<file path="src/rtl/reduce_stream_accum_if.sv">
// Stream-in / result-out bundle for reduce_stream_accum.
// out_ones exists only when REDUCE_POPCOUNT_EN is defined.
interface reduce_stream_accum_if #(
  parameter int WIDTH     = 4,
  parameter int MAX_BEATS = 16
);
  localparam int CNT_W = $clog2(MAX_BEATS + 1);

  logic             in_valid;
  logic             in_ready;
  logic [WIDTH-1:0] in_data;
  logic             in_last;
  logic             out_valid;
  logic             out_ready;
  logic             out_and;
  logic             out_or;
  logic             out_xor;
  logic [CNT_W-1:0] out_beats;
  logic             out_overflow;

`ifdef REDUCE_POPCOUNT_EN
  localparam int ONES_W = $clog2(WIDTH * MAX_BEATS + 1);
  logic [ONES_W-1:0] out_ones;

  modport master (
    output in_valid, in_data, in_last, out_ready,
    input  in_ready, out_valid, out_and, out_or, out_xor, out_beats, out_overflow, out_ones
  );
  modport slave (
    input  in_valid, in_data, in_last, out_ready,
    output in_ready, out_valid, out_and, out_or, out_xor, out_beats, out_overflow, out_ones
  );
`else
  modport master (
    output in_valid, in_data, in_last, out_ready,
    input  in_ready, out_valid, out_and, out_or, out_xor, out_beats, out_overflow
  );
  modport slave (
    input  in_valid, in_data, in_last, out_ready,
    output in_ready, out_valid, out_and, out_or, out_xor, out_beats, out_overflow
  );
`endif
endinterface

</file>
<file path="src/rtl/reduce_stream_accum.sv">
// Frame-wise AND/OR/XOR reduction with saturating beat count over a valid/ready stream.
// Optional popcount output enabled by defining REDUCE_POPCOUNT_EN.
module reduce_stream_accum #(
  parameter int WIDTH     = 4,
  parameter int MAX_BEATS = 16
) (
  input logic                 clk,
  input logic                 areset_n,
  reduce_stream_accum_if.slave s
);
  localparam int CNT_W = $clog2(MAX_BEATS + 1);
  localparam logic [CNT_W-1:0] MAX_CNT = CNT_W'(MAX_BEATS);

  typedef enum logic {IDLE, ACTIVE} state_e;
  state_e state_q, state_d;

  logic             acc_and_q, acc_and_d;
  logic             acc_or_q, acc_or_d;
  logic             acc_xor_q, acc_xor_d;
  logic [CNT_W-1:0] acc_beats_q, acc_beats_d;
  logic             acc_ovf_q, acc_ovf_d;

  logic             out_valid_q, out_valid_d;
  logic             out_and_q, out_and_d;
  logic             out_or_q, out_or_d;
  logic             out_xor_q, out_xor_d;
  logic [CNT_W-1:0] out_beats_q, out_beats_d;
  logic             out_overflow_q, out_overflow_d;

  logic             accept;
  logic             at_max;
  logic             fold_and, fold_or, fold_xor, fold_ovf;
  logic [CNT_W-1:0] fold_beats;

  // A held result blocks input so it can never be overwritten before it is consumed.
  assign s.in_ready = ~out_valid_q | s.out_ready;
  assign accept     = s.in_valid & s.in_ready;
  assign at_max     = (acc_beats_q == MAX_CNT);

  assign fold_and   = acc_and_q & (&s.in_data);
  assign fold_or    = acc_or_q | (|s.in_data);
  assign fold_xor   = acc_xor_q ^ (^s.in_data);
  assign fold_beats = at_max ? acc_beats_q : acc_beats_q + CNT_W'(1);
  assign fold_ovf   = acc_ovf_q | at_max;

  always_comb begin
    state_d        = state_q;
    acc_and_d      = acc_and_q;
    acc_or_d       = acc_or_q;
    acc_xor_d      = acc_xor_q;
    acc_beats_d    = acc_beats_q;
    acc_ovf_d      = acc_ovf_q;
    out_valid_d    = out_valid_q & ~s.out_ready;
    out_and_d      = out_and_q;
    out_or_d       = out_or_q;
    out_xor_d      = out_xor_q;
    out_beats_d    = out_beats_q;
    out_overflow_d = out_overflow_q;
    if (accept) begin
      if (s.in_last) begin
        state_d        = IDLE;
        out_valid_d    = 1'b1;
        out_and_d      = fold_and;
        out_or_d       = fold_or;
        out_xor_d      = fold_xor;
        out_beats_d    = fold_beats;
        out_overflow_d = fold_ovf;
        acc_and_d      = 1'b1;
        acc_or_d       = 1'b0;
        acc_xor_d      = 1'b0;
        acc_beats_d    = '0;
        acc_ovf_d      = 1'b0;
      end else begin
        state_d     = ACTIVE;
        acc_and_d   = fold_and;
        acc_or_d    = fold_or;
        acc_xor_d   = fold_xor;
        acc_beats_d = fold_beats;
        acc_ovf_d   = fold_ovf;
      end
    end
  end

  always_ff @(posedge clk or negedge areset_n) begin
    if (!areset_n) begin
      state_q        <= IDLE;
      acc_and_q      <= 1'b1;
      acc_or_q       <= 1'b0;
      acc_xor_q      <= 1'b0;
      acc_beats_q    <= '0;
      acc_ovf_q      <= 1'b0;
      out_valid_q    <= 1'b0;
      out_and_q      <= 1'b0;
      out_or_q       <= 1'b0;
      out_xor_q      <= 1'b0;
      out_beats_q    <= '0;
      out_overflow_q <= 1'b0;
    end else begin
      state_q        <= state_d;
      acc_and_q      <= acc_and_d;
      acc_or_q       <= acc_or_d;
      acc_xor_q      <= acc_xor_d;
      acc_beats_q    <= acc_beats_d;
      acc_ovf_q      <= acc_ovf_d;
      out_valid_q    <= out_valid_d;
      out_and_q      <= out_and_d;
      out_or_q       <= out_or_d;
      out_xor_q      <= out_xor_d;
      out_beats_q    <= out_beats_d;
      out_overflow_q <= out_overflow_d;
    end
  end

  assign s.out_valid    = out_valid_q;
  assign s.out_and      = out_and_q;
  assign s.out_or       = out_or_q;
  assign s.out_xor      = out_xor_q;
  assign s.out_beats    = out_beats_q;
  assign s.out_overflow = out_overflow_q;

`ifdef REDUCE_POPCOUNT_EN
  localparam int ONES_W = $clog2(WIDTH * MAX_BEATS + 1);

  logic [ONES_W-1:0] acc_ones_q, acc_ones_d;
  logic [ONES_W-1:0] out_ones_q, out_ones_d;
  logic [ONES_W-1:0] beat_ones;
  logic [ONES_W-1:0] fold_ones;

  always_comb begin
    beat_ones = '0;
    for (int i = 0; i < WIDTH; i++) begin
      beat_ones = beat_ones + ONES_W'(s.in_data[i]);
    end
  end

  // Beats past the saturation limit are not counted, matching out_beats.
  assign fold_ones = at_max ? acc_ones_q : acc_ones_q + beat_ones;

  always_comb begin
    acc_ones_d = acc_ones_q;
    out_ones_d = out_ones_q;
    if (accept) begin
      if (s.in_last) begin
        out_ones_d = fold_ones;
        acc_ones_d = '0;
      end else begin
        acc_ones_d = fold_ones;
      end
    end
  end

  always_ff @(posedge clk or negedge areset_n) begin
    if (!areset_n) begin
      acc_ones_q <= '0;
      out_ones_q <= '0;
    end else begin
      acc_ones_q <= acc_ones_d;
      out_ones_q <= out_ones_d;
    end
  end

  assign s.out_ones = out_ones_q;
`endif
endmodule

</file>
<file path="src/flat_wrapper.sv">
// flat-port wrapper written by rule: the top's interface ports become plain ports
module reduce_stream_accum_flat 
#(
  parameter int WIDTH     = 4,
  parameter int MAX_BEATS = 16
)
  (clk, areset_n, s_in_valid, s_in_data, s_in_last, s_out_ready, s_in_ready, s_out_valid, s_out_and, s_out_or, s_out_xor, s_out_beats, s_out_overflow);
  reduce_stream_accum_if #(.WIDTH(WIDTH), .MAX_BEATS(MAX_BEATS)) s_i ();
  input logic clk;
  input logic areset_n;
  input wire logic [$bits(s_i.in_valid)-1:0] s_in_valid;
  input wire logic [$bits(s_i.in_data)-1:0] s_in_data;
  input wire logic [$bits(s_i.in_last)-1:0] s_in_last;
  input wire logic [$bits(s_i.out_ready)-1:0] s_out_ready;
  output wire logic [$bits(s_i.in_ready)-1:0] s_in_ready;
  output wire logic [$bits(s_i.out_valid)-1:0] s_out_valid;
  output wire logic [$bits(s_i.out_and)-1:0] s_out_and;
  output wire logic [$bits(s_i.out_or)-1:0] s_out_or;
  output wire logic [$bits(s_i.out_xor)-1:0] s_out_xor;
  output wire logic [$bits(s_i.out_beats)-1:0] s_out_beats;
  output wire logic [$bits(s_i.out_overflow)-1:0] s_out_overflow;
  assign s_i.in_valid = s_in_valid;
  assign s_i.in_data = s_in_data;
  assign s_i.in_last = s_in_last;
  assign s_i.out_ready = s_out_ready;
  assign s_in_ready = s_i.in_ready;
  assign s_out_valid = s_i.out_valid;
  assign s_out_and = s_i.out_and;
  assign s_out_or = s_i.out_or;
  assign s_out_xor = s_i.out_xor;
  assign s_out_beats = s_i.out_beats;
  assign s_out_overflow = s_i.out_overflow;
  reduce_stream_accum #(.WIDTH(WIDTH), .MAX_BEATS(MAX_BEATS)) u_core (.clk(clk), .areset_n(areset_n), .s(s_i));
endmodule
</file>
<file path="config.mk">
export PLATFORM = sky130hd
export DESIGN_NAME = reduce_stream_accum_flat
export DESIGN_NICKNAME = d
export VERILOG_FILES = /design/src/rtl/reduce_stream_accum_if.sv /design/src/rtl/reduce_stream_accum.sv /design/src/flat_wrapper.sv
export SDC_FILE = /design/constraint.sdc
export NUM_CORES = 1
export LEC_CHECK = 0
export ABC_AREA = 1
export ABC_CLOCK_PERIOD_IN_PS = 1100
export CAP_MARGIN = 20
export CORE_MARGIN = 3
export CORE_UTILIZATION = 44
export DETAILED_ROUTE_END_ITERATION = 7
export GPL_TIMING_DRIVEN = 0
export PLACE_DENSITY = 0.85
export SLEW_MARGIN = 15
export SYNTH_ARGS = -nofsm -noshare
export SYNTH_HDL_FRONTEND = slang
export SYNTH_SLANG_ARGS = --single-unit
</file>
<file path="constraint.sdc">
create_clock -name clk -period 1.1 [get_ports clk]
set_input_delay 0.22 -clock clk [delete_from_list [all_inputs] [get_ports clk]]
set_output_delay 0.22 -clock clk [all_outputs]
set_load 0.02 [all_outputs]
</file>
==> impl_metrics.tcl <==
set metrics [dict create \
    status "finished, violations left" \
    failing_checks "negative hold slack, negative setup slack" \
    synth.area.top_cells "sky130_fd_sc_hd__dfrtp_1 (46%), sky130_fd_sc_hd__nand2_1 (19%), sky130_fd_sc_hd__ha_1 (7.6%)" \
    critPathTopFamily "simple AND/OR/NAND/NOR gates" \
    track_usage_pct 19.6 \
    post_synth_num_cell_types 17 \
    synthesis.nets 135 \
    tritoncts.num_buffers 3 \
    io_buf_count 19 \
    min_path_type "in -> async" \
    detailed_place.area_sq_mm 0.00121 \
    final_cell_area_sq_mm 0.00143 \
    nets 170 \
    grt_pass1_vias 902 \
    core_region_area_sq_mm 0.00204 \
    crit_slowest_cell "sky130_fd_sc_hd__dfrtp_1" \
    dr.first_iter.drc_count 29 \
    clock_tree.htree_level_count 1 \
    timing.critical_path.fanout_max 6 \
    grt_setup_unrepaired "yes" \
    gp_congestion 0.869 \
    boundaryPins 20 \
    total_number_of_placement_rows 16 \
    end_kind "flip-flop" \
    place.detailed.hpwl_microns 1530 \
    number_of_antenna_violations_at_the_first_check_in_global_routing 0 \
    cts_tree "yes" \
    post_synth_instance_area_sq_um 983 \
    cts.reportedPaths.clkPinSlew_ns 0.11 \
    yosys.area.top_type_share_pct 45.8 \
    ys.warnings.count 0 \
    clkSinkCount 19 \
    layout_commonest_cell "sky130_fd_sc_hd__nand2_1" \
    final_layout_size_suffix_gt1_share_pct 38.3 \
    drt-vias-per-instance 4.94 \
    initial_utilization_pct 48.2 \
    crit_top_cell "sky130_fd_sc_hd__nand3_2" \
    synth.avg_cell_area_sq_um 8.20 \
    peakVddDrop_v 0.000847 \
    numPlacedInstances 166 \
    clk_latency_ns 0.30 \
    finalMaxSlewViolations 0 \
    chipWidth_microns 53.3 \
    max_freq_mhz 839 \
    cts_root_buf "sky130_fd_sc_hd__clkbuf_4" \
    grt_pass1_wl_microns 3870 \
    endpoint_required_time_on_the_critical_path_ns 1.31 \
    wl_microns 2450 \
    antenna_cells 0 \
    ctsLongestPathBuffers 2 \
    floorplan.die.height_microns 53.3 \
    synthCells 120 \
    relSlewSlack_pct 43.3 \
    grt_start_max_net_pins 20 \
    filler_cell_count 158 \
    critical_path_arrival_ns 1.40 \
    gr-total-overflow 0 \
    drt.antenna.violating_nets 0 \
    leakage_uw 0.000769 \
    final_count_of_negative_setup_slack_endpoints 8 \
    syn2layout_area_growth_pct 45.2 \
    tns_ns -0.374 \
    final.period_utilization_pct 108 \
    synth_seq_area_share_pct 48.5 \
    wire_per_inst_microns 13.5 \
    detailedRoute.firstPassIterationCount 4 \
    setup.worst_path.start_class "flip-flop" \
    critical_path_cell_by_cell "nor2_2 > nand3_2 > nand3_2 > nand2_1" \
    whs_ns -0.000523 \
    tightestPinTransition_ns 0.849 \
    sequential_cell_area_sq_um 479 \
    timing.final.ws_setup_ns -0.0918 \
    die-area_sq_mm 0.00284 \
    cp.buffers_inverters 0 \
    min_period_ns 1.19 \
    drc 0 \
    crit_type "reg -> reg" \
    post-synth-top-area-cell "sky130_fd_sc_hd__dfrtp_1" \
    vias 894 \
    timing.clock.skew_ns 0.00601 \
    ys_ff_latch 19 \
    multiInputGateArea_sq_um 553 \
    cpPeakStageDelay_ns 0.49 \
    pwr_density_cell_mw_per_mm2 1280 \
    finalHoldViolations 3 \
    most-common-layout-cells "sky130_fd_sc_hd__nand2_1 (45), sky130_fd_sc_hd__dfrtp_1 (16), sky130_fd_sc_hd__buf_4 (11)" \
    timing.max_cap.violations 0 \
    pre_cts_ws_ns -0.564 \
    filler_free_cell_count_of_the_finished_design 181 \
]
==> cell families (layout without fill, tap and decap cells) <==
logic type,after synthesis,in the layout,share of synthesized area [%]
DFF,19,19,48.5
buffers and inverters,17,51,7.25
and+or+nand+nor,72,72,33.2
AOI/OAI and AO/OA,6,6,3.43
adders and majority gates,6,6,7.63
==> layer usage <==
layer  GRT usage, %  wire [microns]  up-vias
li1               -               -      439
met3           2.25             121        4
met5              0               0        -
met2           34.1            1340       27
met1           22.0             945      424
met4           13.2              35        0
==> state kept, by name, indices dropped and copies added, names as in the netlist <==
name and count:
u_core.acc_beats_q 5, u_core.s.out_overflow 1, u_core.s.out_xor 1, u_core.s.out_valid 1
u_core.acc_ovf_q 1, u_core.s.out_or 1, u_core.s.out_and 1, u_core.acc_and_q 1
u_core.acc_or_q 1, u_core.acc_xor_q 1, u_core.s.out_beats 5
==> cell usage after synthesis <==
cell,n
sky130_fd_sc_hd__a21oi_1,2
sky130_fd_sc_hd__buf_6,1
sky130_fd_sc_hd__dfrtp_1,18
sky130_fd_sc_hd__dfstp_2,1
sky130_fd_sc_hd__ha_1,6
sky130_fd_sc_hd__inv_1,15
sky130_fd_sc_hd__inv_2,1
sky130_fd_sc_hd__nand2_1,51
sky130_fd_sc_hd__nand2_4,2
sky130_fd_sc_hd__nand3_1,11
sky130_fd_sc_hd__nand3_4,1
sky130_fd_sc_hd__nand3b_1,1
sky130_fd_sc_hd__nand4_1,1
sky130_fd_sc_hd__nor2_1,4
sky130_fd_sc_hd__nor2_4,1
sky130_fd_sc_hd__o21ai_0,3
sky130_fd_sc_hd__o21ai_2,1
==> area by class of cell <==
cell class,count,share of cell area [%]
multi-input cells,84,38.7
inverters,16,4.56
plain buffers,1,0.789
flip-flops and latches,19,33.6
repair buffers,30,18.1
well taps,27,2.37
clock buffers,4,1.84
==> stage by stage <==
| stage | utilization (%) | total power (uW) |
|---|---|---|
| floorplan | - | 1100 |
| global placement | 59.3 | 1280 |
| CTS | 62.0 | 1670 |
| finish | 69.9 | 1830 |
| global route | 69.9 | 1920 |
| detailed placement | 59.3 | 1300 |
==> report_power, final <==
| group | switching [uW] | internal [uW] |
|---|---|---|
| sequential | 79.2 | 787 |
| clock | 227 | 141 |
| combinational | 316 | 281 |
| total | 622 | 1210 |
==> worst reg2reg max path, stage by stage, from the launching register on <==
cell and delay, ns:
sky130_fd_sc_hd__dfrtp_1 0.49, sky130_fd_sc_hd__nor2_2 0.29, sky130_fd_sc_hd__nand3_2 0.16, sky130_fd_sc_hd__nand3_2 0.10
sky130_fd_sc_hd__nand2_1 0.05
==> what timing repair did <==
item | CTS | global route
setup endpoints to repair | 21 | 25
gates resized for setup | 72 | 28
hold buffers | 0 | 0
setup buffers | 2 | 9
pin swaps | 6 | 5
==> worst paths after layout <==
check                                              to  cells after the start  slack (ns)                   from
worst max register to register  u_core.acc_beats_q[0]                      4       -0.09  u_core.acc_beats_q[2]
worst max-delay path            u_core.acc_beats_q[0]                      4       -0.09  u_core.acc_beats_q[2]
worst min-delay path            u_core.s.out_beats[2]                      1     -0.0005               areset_n
worst min register to register       u_core.acc_and_q                      2        0.51       u_core.acc_and_q
min in group clk                     u_core.acc_and_q                      2        0.51       u_core.acc_and_q
max in group asynchronous       u_core.acc_beats_q[1]                      1        0.52               areset_n
Note: power is estimated with default switching activity, not from simulation.
